## src/rtl/kbd_pkg.sv

```systemverilog
// Shared types and widths for the keypad event path.
package kbd_pkg;

    localparam int unsigned KEY_W  = 16;
    localparam int unsigned CODE_W = 4;

    typedef enum logic [1:0] {
        ST_IDLE,
        ST_HOLD,
        ST_REPEAT,
        ST_LOCK
    } state_t;

    typedef enum logic [1:0] {
        KC_NONE,
        KC_SINGLE,
        KC_MULTI
    } kcls_t;

    typedef struct packed {
        logic [CODE_W-1:0] code;
        logic              rpt;
    } ev_t;

    function automatic logic [KEY_W-1:0] onehot(input logic [CODE_W-1:0] c);
        return KEY_W'(1) << c;
    endfunction

endpackage

```

## src/rtl/key_onehot_enc.sv

```systemverilog
// Classifies the debounced key vector as none / single / multi and reports
// the index of the pressed key.
module key_onehot_enc
    import kbd_pkg::*;
(
    input  logic [KEY_W-1:0]  key_deb,
    output kcls_t             kcls,
    output logic [CODE_W-1:0] key_idx
);

    logic [KEY_W-1:0] low_cleared;

    // Clearing the lowest set bit leaves zero only for a single key.
    assign low_cleared = key_deb & (key_deb - KEY_W'(1));

    always_comb begin
        kcls = KC_NONE;
        if (key_deb == '0) begin
            kcls = KC_NONE;
        end else if (low_cleared == '0) begin
            kcls = KC_SINGLE;
        end else begin
            kcls = KC_MULTI;
        end
    end

    always_comb begin
        key_idx = '0;
        for (int unsigned i = 0; i < KEY_W; i++) begin
            if (key_deb[i]) begin
                key_idx = CODE_W'(i);
            end
        end
    end

endmodule

```

## src/rtl/key_event_gen.sv

```systemverilog
// Turns debounced key levels into press / auto-repeat events, rejects chords,
// and hands events out through a one-entry valid/ready buffer.
module key_event_gen
    import kbd_pkg::*;
#(
    parameter int unsigned CLK_HZ   = 50_000_000,
    parameter int unsigned DELAY_MS = 500,
    parameter int unsigned RATE_MS  = 100
) (
    input  logic              clk,
    input  logic              RST,
    input  logic [KEY_W-1:0]  key_deb,
    input  logic              ev_ready,
    output logic              ev_valid,
    output logic [CODE_W-1:0] ev_code,
    output logic              ev_repeat,
    output logic              ev_drop,
    output logic              multi_key
);

    localparam int unsigned DELAY_CYC  = CLK_HZ / 1000 * DELAY_MS;
    localparam int unsigned RATE_CYC   = CLK_HZ / 1000 * RATE_MS;
    localparam logic [31:0] DELAY_LAST = DELAY_CYC - 1;
    localparam logic [31:0] RATE_LAST  = RATE_CYC - 1;

    kcls_t             kcls;
    logic [CODE_W-1:0] key_idx;

    state_t            state, state_nx;
    logic [31:0]       cnt, cnt_nx;
    logic [CODE_W-1:0] cur, cur_nx;
    logic              emit;
    ev_t               emit_ev;
    ev_t               ev_buf;
    logic              held_same;

    key_onehot_enc u_enc (
        .key_deb (key_deb),
        .kcls    (kcls),
        .key_idx (key_idx)
    );

    assign held_same = (key_deb == onehot(cur));

    always_ff @(posedge clk or posedge RST) begin
        if (RST) begin
            state <= ST_IDLE;
            cnt   <= '0;
            cur   <= '0;
        end else begin
            state <= state_nx;
            cnt   <= cnt_nx;
            cur   <= cur_nx;
        end
    end

    always_comb begin
        state_nx     = state;
        cnt_nx       = cnt;
        cur_nx       = cur;
        emit         = 1'b0;
        emit_ev.code = cur;
        emit_ev.rpt  = 1'b1;
        case (state)
            ST_IDLE: begin
                if (kcls == KC_SINGLE) begin
                    emit         = 1'b1;
                    emit_ev.code = key_idx;
                    emit_ev.rpt  = 1'b0;
                    cur_nx       = key_idx;
                    cnt_nx       = '0;
                    state_nx     = ST_HOLD;
                end else if (kcls == KC_MULTI) begin
                    cnt_nx   = '0;
                    state_nx = ST_LOCK;
                end
            end
            ST_HOLD, ST_REPEAT: begin
                if (held_same) begin
                    if (cnt == ((state == ST_HOLD) ? DELAY_LAST : RATE_LAST)) begin
                        emit     = 1'b1;
                        cnt_nx   = '0;
                        state_nx = ST_REPEAT;
                    end else begin
                        cnt_nx = cnt + 32'd1;
                    end
                end else if (kcls == KC_NONE) begin
                    cnt_nx   = '0;
                    state_nx = ST_IDLE;
                end else begin
                    cnt_nx   = '0;
                    state_nx = ST_LOCK;
                end
            end
            ST_LOCK: begin
                if (kcls == KC_NONE) begin
                    cnt_nx   = '0;
                    state_nx = ST_IDLE;
                end
            end
            default: begin
                cnt_nx   = '0;
                state_nx = ST_IDLE;
            end
        endcase
    end

    // A new event may replace the pending one only in the cycle it is accepted.
    always_ff @(posedge clk or posedge RST) begin
        if (RST) begin
            ev_buf   <= '0;
            ev_valid <= 1'b0;
            ev_drop  <= 1'b0;
        end else begin
            ev_drop <= 1'b0;
            if (emit) begin
                if (!ev_valid || ev_ready) begin
                    ev_buf   <= emit_ev;
                    ev_valid <= 1'b1;
                end else begin
                    ev_drop <= 1'b1;
                end
            end else if (ev_valid && ev_ready) begin
                ev_valid <= 1'b0;
            end
        end
    end

    assign ev_code   = ev_buf.code;
    assign ev_repeat = ev_buf.rpt;
    assign multi_key = (state == ST_LOCK);

endmodule

```

## config.mk

```make
export PLATFORM = sky130hd
export DESIGN_NAME = key_event_gen
export DESIGN_NICKNAME = d
export VERILOG_FILES = /design/src/rtl/kbd_pkg.sv /design/src/rtl/key_onehot_enc.sv /design/src/rtl/key_event_gen.sv
export SDC_FILE = /design/constraint.sdc
export NUM_CORES = 1
export LEC_CHECK = 0
export ABC_AREA = 1
export ABC_CLOCK_PERIOD_IN_PS = 2900
export CELL_PAD_IN_SITES_DETAIL_PLACEMENT = 1
export CELL_PAD_IN_SITES_GLOBAL_PLACEMENT = 2
export CORE_MARGIN = 1.5
export CORE_UTILIZATION = 25
export CTS_BUF_LIST = sky130_fd_sc_hd__clkbuf_2 sky130_fd_sc_hd__clkbuf_4 sky130_fd_sc_hd__clkbuf_8
export DETAILED_ROUTE_END_ITERATION = 8
export PLACE_DENSITY_LB_ADDON = 0.1
export RECOVER_POWER = 100
export SLEW_MARGIN = 15
export SYNTH_ARGS = -nofsm -noshare
export SYNTH_HDL_FRONTEND = slang
export SYNTH_HIERARCHICAL = 1
export SYNTH_SLANG_ARGS = --single-unit
export TNS_END_PERCENT = 30
```

## constraint.sdc

```tcl
create_clock -name clk -period 2.9 [get_ports clk]
set_input_delay 0.58 -clock clk [delete_from_list [all_inputs] [get_ports clk]]
set_output_delay 0.58 -clock clk [all_outputs]
set_load 0.01 [all_outputs]
```

After elaboration in Yosys (flattened, before gate mapping)
Cells that the tools add are included.
{"block": "totals", "reg_bits": 45, "inputBits": 19}
{"block": "op_classes", "addsub": 2, "n_eq_ne": 11, "shifts": 1, "mux": 42, "bitwise": 1, "n_reduce_logical": 14}
{"operator": "$mux 32", "n": 5}
{"operator": "$pmux 32 s3", "n": 1}
{"operator": "$add 32x1->32 const B", "n": 1}
{"operator": "$eq 32x25->1", "n": 1}
{"operator": "$logic_not 16->1", "n": 2}
{"operator": "$mux 4", "n": 8}
{"operator": "$mux 25", "n": 1}
{"operator": "$mux 2", "n": 10}
{"operator": "$and 16x16->16", "n": 1}
{"operator": "$eq 16x16->1", "n": 1}
{"operator": "$shl 1x4->16 const A", "n": 1}
{"operator": "$sub 16x1->16 const B", "n": 1}
{"operator": "$mux 3", "n": 4}
{"operator": "$mux 5", "n": 2}
{"operator": "$mux 1", "n": 9}
{"operator": "$reduce_and 2->1", "n": 4}
{"operator": "$eq 2x2->1 const B", "n": 3}
{"operator": "$ne 3x3->1 const B", "n": 2}
{"operator": "$pmux 2 s3", "n": 1}
{"operator": "$eq 2x1->1 const B", "n": 2}
{"operator": "$logic_not 2->1", "n": 2}
{"operator": "$ne 2x1->1 const B", "n": 2}
{"operator": "$reduce_and 3->1", "n": 1}
{"operator": "$pmux 1 s2", "n": 1}
{"operator": "other kinds (5)", "n": 5}

Logic depth before layout (Yosys ltp)
Gate-level depths: netlist of run 1.
{"block": "logic_depth", "word_depth": 17, "mapped_depth": 20, "depth_no_buf": 19}

Cells and area by module
Netlist of run 1, hierarchy kept.
{"module": "key_event_gen", "instances": 1, "cells_each": 548, "area_each_um2": 3509.6}
{"module": "key_onehot_enc", "instances": 1, "cells_each": 84, "area_each_um2": 446.7}

Worst setup path after synthesis of run 1
Ideal clock, no wire load.
{"block": "synth_timing", "path_kind": "input port to flip-flop", "startpoint": "in key_deb[7]", "endpoint": "reg cnt[2]", "t_arrival_ns": 2.685, "slack_ns": 0.096, "cell_stages": 19, "n_path_buf": 1, "cell_sequence": "inv_1 nand2_4 nor2_8 nand2_2 nor2_2 nand2_1 nand2_1 o21ai_0 nor2_1 nand3_2 nor2_2 inv_1 ha_1 o22ai_1 clkinv_1 clkbuf_1 nand2_1 xor2_1 nor2_1"}
{"block": "synth_between", "elab_chain_len": 8, "word_cells_on_any_way": 16, "classes_between": "1 x add/sub; 5 x eq/ne; 5 x mux; 1 x bitwise; 4 x reduce/logical"}
{"item": "start: declaration", "line_no": "key_event_gen.sv:12", "source": "input logic [KEY_W-1:0] key_deb,"}
{"item": "$sub 16x1->16", "line_no": "key_onehot_enc.sv:14", "source": "assign low_cleared = key_deb & (key_deb - KEY_W'(1));"}
{"item": "$and 16x16->16", "line_no": "key_onehot_enc.sv:14"}
{"item": "$logic_not 16->1", "line_no": "key_onehot_enc.sv:20", "source": "end else if (low_cleared == '0) begin"}
{"item": "$mux 2", "line_no": "key_onehot_enc.sv:20"}
{"item": "$mux 2 (*)", "line_no": "key_onehot_enc.sv:18", "source": "if (key_deb == '0) begin"}
{"item": "via kcls[1]", "line_no": "key_event_gen.sv:26", "source": "kcls_t kcls;"}
{"item": "$eq 2x1->1 (tied with other cells)", "line_no": "key_event_gen.sv:66", "source": "if (kcls == KC_SINGLE) begin"}
{"item": "$mux 32 (tied with other cells)", "line_no": "key_event_gen.sv:66"}
{"item": "$pmux 32 s3 / $reduce_and 2->1 (equally long branches)"}
{"item": "end signal: assignment", "line_no": "key_event_gen.sv:52", "source": "cnt <= cnt_nx;"}
{"item": "end: declaration", "line_no": "key_event_gen.sv:30", "source": "logic [31:0] cnt, cnt_nx;"}
Mark *: on every way through the listed nets, which the timed path passes. The rest lies on a longest branch.
A chain may end at the register's enable or synchronous reset.

Worst setup path in the final report of run 1
{"block": "layout_timing", "startpoint": "in key_deb[3]", "endpoint": "reg cnt[13]"}
Same word-level chain as after synthesis.

==> flow_summary.toml, run 1 <==
[status]
status = "finished, final reports clean"

[min_path]
holdCritStartpoint = "ev_code[1]"
hp-class = "flop to flop"

[synth]
synth_cell_types = 40
yosys_warnings = 6
synth-edff-count = 0
synth.largest_area_cell = "dfrtp_1"
synthTopCellsByArea = "dfrtp_1 28%, nand2_1 17%, nor2_1 9.9%"
syn_inst = 632
ys.flop_type = "dfrtp_1"
ys_ff_latch = 45
syn_nets = 658
netlist_area_um2 = 3956
seq_area_frac_synth = 0.2846
async_flop_share = 1.000
yosys.area.top_type_share = 0.2846
post_synth.cell_area_avg_um2 = 6.260

[timing]
fmax_mhz = 368.6
maxSlewHeadroom = 0.2873
timing.setup.tns_ps = 0
fin_crit_ps = 2713
layout_worst_path_cycle_share = 0.9355
fin_worst_skew_ps = 10.88
tightest_slew_ps = 1069
drv_slew = 0
rsz0062_at_grt = "no"
hold_viol_final = 0
setup_violations = 0

[die]
pin_count = 27
dieArea_um2 = 16590
rows = 45
core_area_um2 = 15310
start_util = 0.2583
die_height_um = 128.8
die_w_um = 128.8

[setup_path]
r2r-start = "state[1]"
end_kind = "flop"
worst_ep_arrival_time_ps = 2920
critical_path_required_ps = 3110
cp-start-kind = "input pin"
cp-startpoint = "key_deb[3]"
crit_type = "input pin to flop"
cp_max_fo = 15

[layout]
final_cell_mix = "178 x nand2_1, 103 x nor2_1, 72 x inv_1, 55 x buf_4"
diodes = 0
syn2layout_area_growth_pct = 27.93
drive_above_1_share = 0.1814
final_common_cell = "nand2_1"
nNetsFinal = 736
instances_no_fill = 922
final_cell_area_um2 = 5061
fillCellCount = 2010

[route]
route.detailed.drc = 0
wl_per_cell_um = 15.14
drt_wl_total_um = 13960
ant_nets = 0
drt-pass1-iter-count = 4
vias = 4210
via_per_inst = 4.566
drtIter0Drc = 253

[grt]
grt_max_degree = 22
antenna_found_initial = 0
grt_use_total = 0.1816
grt_pass1_wl_um = 23600
grt-ovfl-total = 0
grt_pass1_vias = 4418

[pwr]
power.leakage_nw = 2.441
powerDensity_nw_per_um2 = 407.7
ir_drop_mv = 0.4064

[clock_network]
htree_levels = 2
clkSlewWorstSetupHoldPaths_ps = 90
tritoncts = "yes"
cts_root_buf = "clkbuf_8"
clock_latency_ps = 320
cts_num_sinks = 45
cts_hold_buf = 0
clockBufferDepth = 2
cts-buffers-inserted = 5

[job]
max_cap_viol_count = 0

[placed_design]
gp_congestion = 0.8838
placed_area_um2 = 4796
place_hpwl_um = 11220
place_inst = 905
portBuffers = 26
-- registers in the layout (all words and copies together), names as in the netlist --
| register | count |
|---|---|
| ev_drop | 1 |
| ev_repeat | 1 |
| state | 2 |
| ev_code | 4 |
| cnt | 32 |
| cur | 4 |
| ev_valid | 1 |
-- synth_stat cells, types with 10 or more instances --
| cell | instances |
|---|---|
| xnor2_1 | 10 |
| nand2_1 | 180 |
| nand4_1 | 45 |
| inv_2 | 10 |
| o21ai_0 | 20 |
| dfrtp_1 | 45 |
| xor2_1 | 16 |
| inv_1 | 76 |
| nor2_2 | 10 |
| nand3_1 | 36 |
| nor3_1 | 13 |
| nor2_1 | 104 |
-- logic make-up (layout without fill, tap and decap cells) --
family / after synthesis / after routing / synth area share
AND/OR/NAND/NOR: 413 / 413 / 0.4782
buffers and inverters: 104 / 183 / 0.1059
flip-flops: 45 / 45 / 0.2846
AO/OA/AOI/OAI: 37 / 37 / 0.05155
XOR/XNOR: 26 / 26 / 0.05756
adder cells (fa/ha/maj): 7 / 7 / 0.02214
-- stage by stage --
stage          utilization  hold slack, ps  worst slack, ps  total power [W]
2_1_floorplan            -           474.4            95.87         0.001165
3_3_place_gp        0.3132           455.0           -570.8         0.001492
3_5_place_dp        0.3132           466.6           -667.0         0.001511
4_1_cts             0.3279           492.6            6.648         0.002161
5_1_grt             0.3305           518.0            17.16         0.002210
6_report            0.3305           475.3            187.0         0.002064
-- path summary, 6_finish.rpt --
kind | end | slack [ps] | depth (start not counted)
min in group asynchronous | state[1] | 740 | 2
max in group asynchronous | cnt[29] | 810 | 3
worst min-delay path | ev_code[1] | 480 | 2
worst max register to register | ev_repeat | 540 | 13
worst max-delay path | cnt[13] | 190 | 17
worst min register to register | ev_code[1] | 480 | 2
-- worst max-delay path, stage by stage --
cell and delay, ps:
clkdlybuf4s15_2 210, nor2_4 110, nand2_4 90, nor2_4 130, nand2_2 70, o21ai_2 120, nand2_2 70, nor3b_4 210
nand3_2 140, nor2_4 120, inv_2 50, ha_4 260, o22ai_4 70, buf_4 200, nor3_1 240, xnor2_1 160
nor2_1 80
-- area by class of cell --
class,instances,area [µm²],area share
Multi-Input combinational cell,483,2511,0.4962
Sequential cell,45,1126,0.2225
Timing Repair Buffer,87,703.2,0.1389
Inverter,88,336.6,0.06650
Tap cell,211,264.0,0.05216
Clock buffer,7,90.09,0.01780
Clock inverter,1,30.03,0.005933
-- power by group --
group	total (W)	internal (W)	switching, W	leakage [nW]
registers	0.000659	0.000643	0.0000151	0.603
clock network	0.000538	0.000291	0.000247	0.0619
logic	0.000867	0.000297	0.000570	1.78
-- repair_timing --
| item | in CTS | in global routing |
|---|---|---|
| gates cloned | 1 | 0 |
| setup buffers | 4 | 4 |
| setup endpoints to repair | 40 | 39 |
| pin swaps | 17 | 20 |
| gates resized for setup | 34 | 26 |
-- per-layer routing --
metal | up-vias | GRT usage | part of all wire
li1 | 2157 | - | -
met1 | 2003 | 0.2756 | 0.55
met2 | 42 | 0.2712 | 0.42
met3 | 8 | 0.02911 | 0.027
met4 | 0 | 0.03371 | 0.0067
met5 | - | 0 | 0
(Power assumes the default switching activity.)
==> run 2, diff against run 1 <==
--- a/config.mk
+++ b/config.mk
@@ -12,9 +12,11 @@
 export CORE_MARGIN = 1.5
 export CORE_UTILIZATION = 25
 export CTS_BUF_LIST = sky130_fd_sc_hd__clkbuf_2 sky130_fd_sc_hd__clkbuf_4 sky130_fd_sc_hd__clkbuf_8
+export CTS_CLUSTER_DIAMETER = 100
 export DETAILED_ROUTE_END_ITERATION = 8
 export PLACE_DENSITY_LB_ADDON = 0.1
 export RECOVER_POWER = 100
+export REMOVE_ABC_BUFFERS = 1
 export SLEW_MARGIN = 15
 export SYNTH_ARGS = -nofsm -noshare
 export SYNTH_HDL_FRONTEND = slang
==> flow_summary.toml, run 2 (same netlist as run 1, synthesis figures left out) <==
[status]
status = "finished, final reports clean"

[timing]
hold_viol_final = 0
tightest_slew_ps = 1218
fmax_mhz = 360.7
setup_slack_ps = 127.5
drv_slew = 0
setup_violations = 0
maxSlewHeadroom = 0.1880
layout_worst_path_cycle_share = 0.9560
fin_worst_skew_ps = 3.935
fin_crit_ps = 2772

[grt]
grt_pass1_wl_um = 23230
grt_use_total = 0.1808
grt-ovfl-total = 0
antenna_found_initial = 0
grt_max_degree = 46
grt_pass1_vias = 4289

[die]
die_height_um = 128.8
die_w_um = 128.8
dieArea_um2 = 16590
core_area_um2 = 15310
rows = 45
pin_count = 27
start_util = 0.2583

[min_path]
hp-class = "flop to flop"
holdCritStartpoint = "ev_code[1]"

[pwr]
clkPwrFrac = 0.286
powerDensity_nw_per_um2 = 418.7
power.leakage_nw = 2.438
internal_power_w = 0.001254
p_seq_frac = 0.313
pwr-share-comb = 0.401
ir_drop_mv = 0.5868
switching_share = 0.4017
p_switching_w = 0.0008419
fin_total_pwr_w = 0.002096

[route]
drt_wl_total_um = 14270
wl_per_cell_um = 15.56
via_per_inst = 4.606
vias = 4224
ant_nets = 0
drtIter0Drc = 195
route.detailed.drc = 0
drt-pass1-iter-count = 4

[placed_design]
placed_area_um2 = 4758
place_hpwl_um = 11360
portBuffers = 26
gp_congestion = 0.8189
pre_cts_slack_ps = -636.2
place_inst = 900

[clock_network]
clkSlewWorstSetupHoldPaths_ps = 90
cts_num_sinks = 45
tritoncts = "yes"
cts-buffers-inserted = 5
htree_levels = 2
cts_root_buf = "clkbuf_8"
clock_latency_ps = 330
clockBufferDepth = 2

[layout]
largest_reg_flops = 32
drive_above_1_share = 0.1813
syn2layout_area_growth_pct = 26.50
fin_util = 0.3268
instances_no_fill = 917
largest-register = "cnt"
final_cell_area_um2 = 5005
final_common_cell = "nand2_1"
diodes = 0
nNetsFinal = 731
final_cell_mix = "178 x nand2_1, 103 x nor2_1, 70 x inv_1, 51 x buf_4"

[setup_path]
cp-start-kind = "input pin"
worst_ep_arrival_time_ps = 2990
r2r-start = "cnt[2]"
crit_type = "input pin to flop"
critical_path_required_ps = 3120
cp-startpoint = "key_deb[13]"
end_kind = "flop"
cp_max_fo = 8

[job]
max_cap_viol_count = 0
## run 2: metrics by stage
stage,hold slack [ps],setup TNS [ps]
global route,523.8,-32.61
detailed placement,470.2,-22190
global placement,463.3,-16690
finish,480.9,0
floorplan,474.5,-27540
CTS,491.7,0
## run 2: timing repair
item | CTS | global route
setup endpoints to repair | 40 | 40
pin swaps | 9 | 20
buffers inserted | 2 | 7
resized for setup | 25 | 36
endpoints found under the hold margin | 0 | 0
hold buffers | 0 | 0
## run 2: path summary, 6_finish.rpt
| path | slack [ps] | cells past startpoint | to |
|---|---|---|---|
| min | 480 | 2 | ev_code[1] |
| max | 130 | 19 | cnt[12] |
| min reg2reg | 480 | 2 | ev_code[1] |
| min in group asynchronous | 1080 | 3 | ev_code[1] |
| max in group asynchronous | 1070 | 3 | cnt[28] |
| max reg2reg | 540 | 10 | cnt[19] |
## run 2: per-layer routing
layer	vias up	part of all wire	track usage
met2	37	0.44	0.2784
met4	0	0.0070	0.03503
met5	-	0	0
met1	2040	0.54	0.2706
met3	6	0.019	0.02328
li1	2141	-	-
## run 2: final cells by class
class	count	area [µm²]
Tap cell	211	264.0
Inverter	88	335.3
Timing Repair Buffer	82	644.4
Sequential cell	45	1126
Fill cell	2026	10310
Clock buffer	5	68.82
Clock inverter	3	65.06
Multi-Input combinational cell	483	2501
## run 2: power by group through the flow
stage / clock network (W) / registers, W / logic, W
finish: 0.000599 / 0.000656 / 0.000841
global placement: 0 / 0.000670 / 0.000814
floorplan: 0 / 0.000666 / 0.000438
global route: 0.000646 / 0.000660 / 0.000936
detailed placement: 0 / 0.000670 / 0.000839
CTS: 0.000626 / 0.000657 / 0.000864
## run 2: critical path, stage by stage
cell,delay [ps]
clkdlybuf4s50_1,420
inv_1,80
nand2_1,90
nor3_2,170
nand2_1,80
nand2_1,60
nand2_1,50
nor2_1,110
nand3_2,140
nor2_4,130
inv_2,50
ha_4,240
o22ai_4,140
clkinv_2,100
buf_6,150
nand4_1,90
buf_4,120
xor2_1,140
nor2_1,60
==> run 3, diff against run 2 <==
--- a/config.mk
+++ b/config.mk
@@ -7,6 +7,7 @@
 export LEC_CHECK = 0
 export ABC_AREA = 1
 export ABC_CLOCK_PERIOD_IN_PS = 2900
+export CAP_MARGIN = 0
 export CELL_PAD_IN_SITES_DETAIL_PLACEMENT = 1
 export CELL_PAD_IN_SITES_GLOBAL_PLACEMENT = 2
 export CORE_MARGIN = 1.5
==> results of run 3 <==
No change in the layout: final DEF, timing and power equal those of run 2.
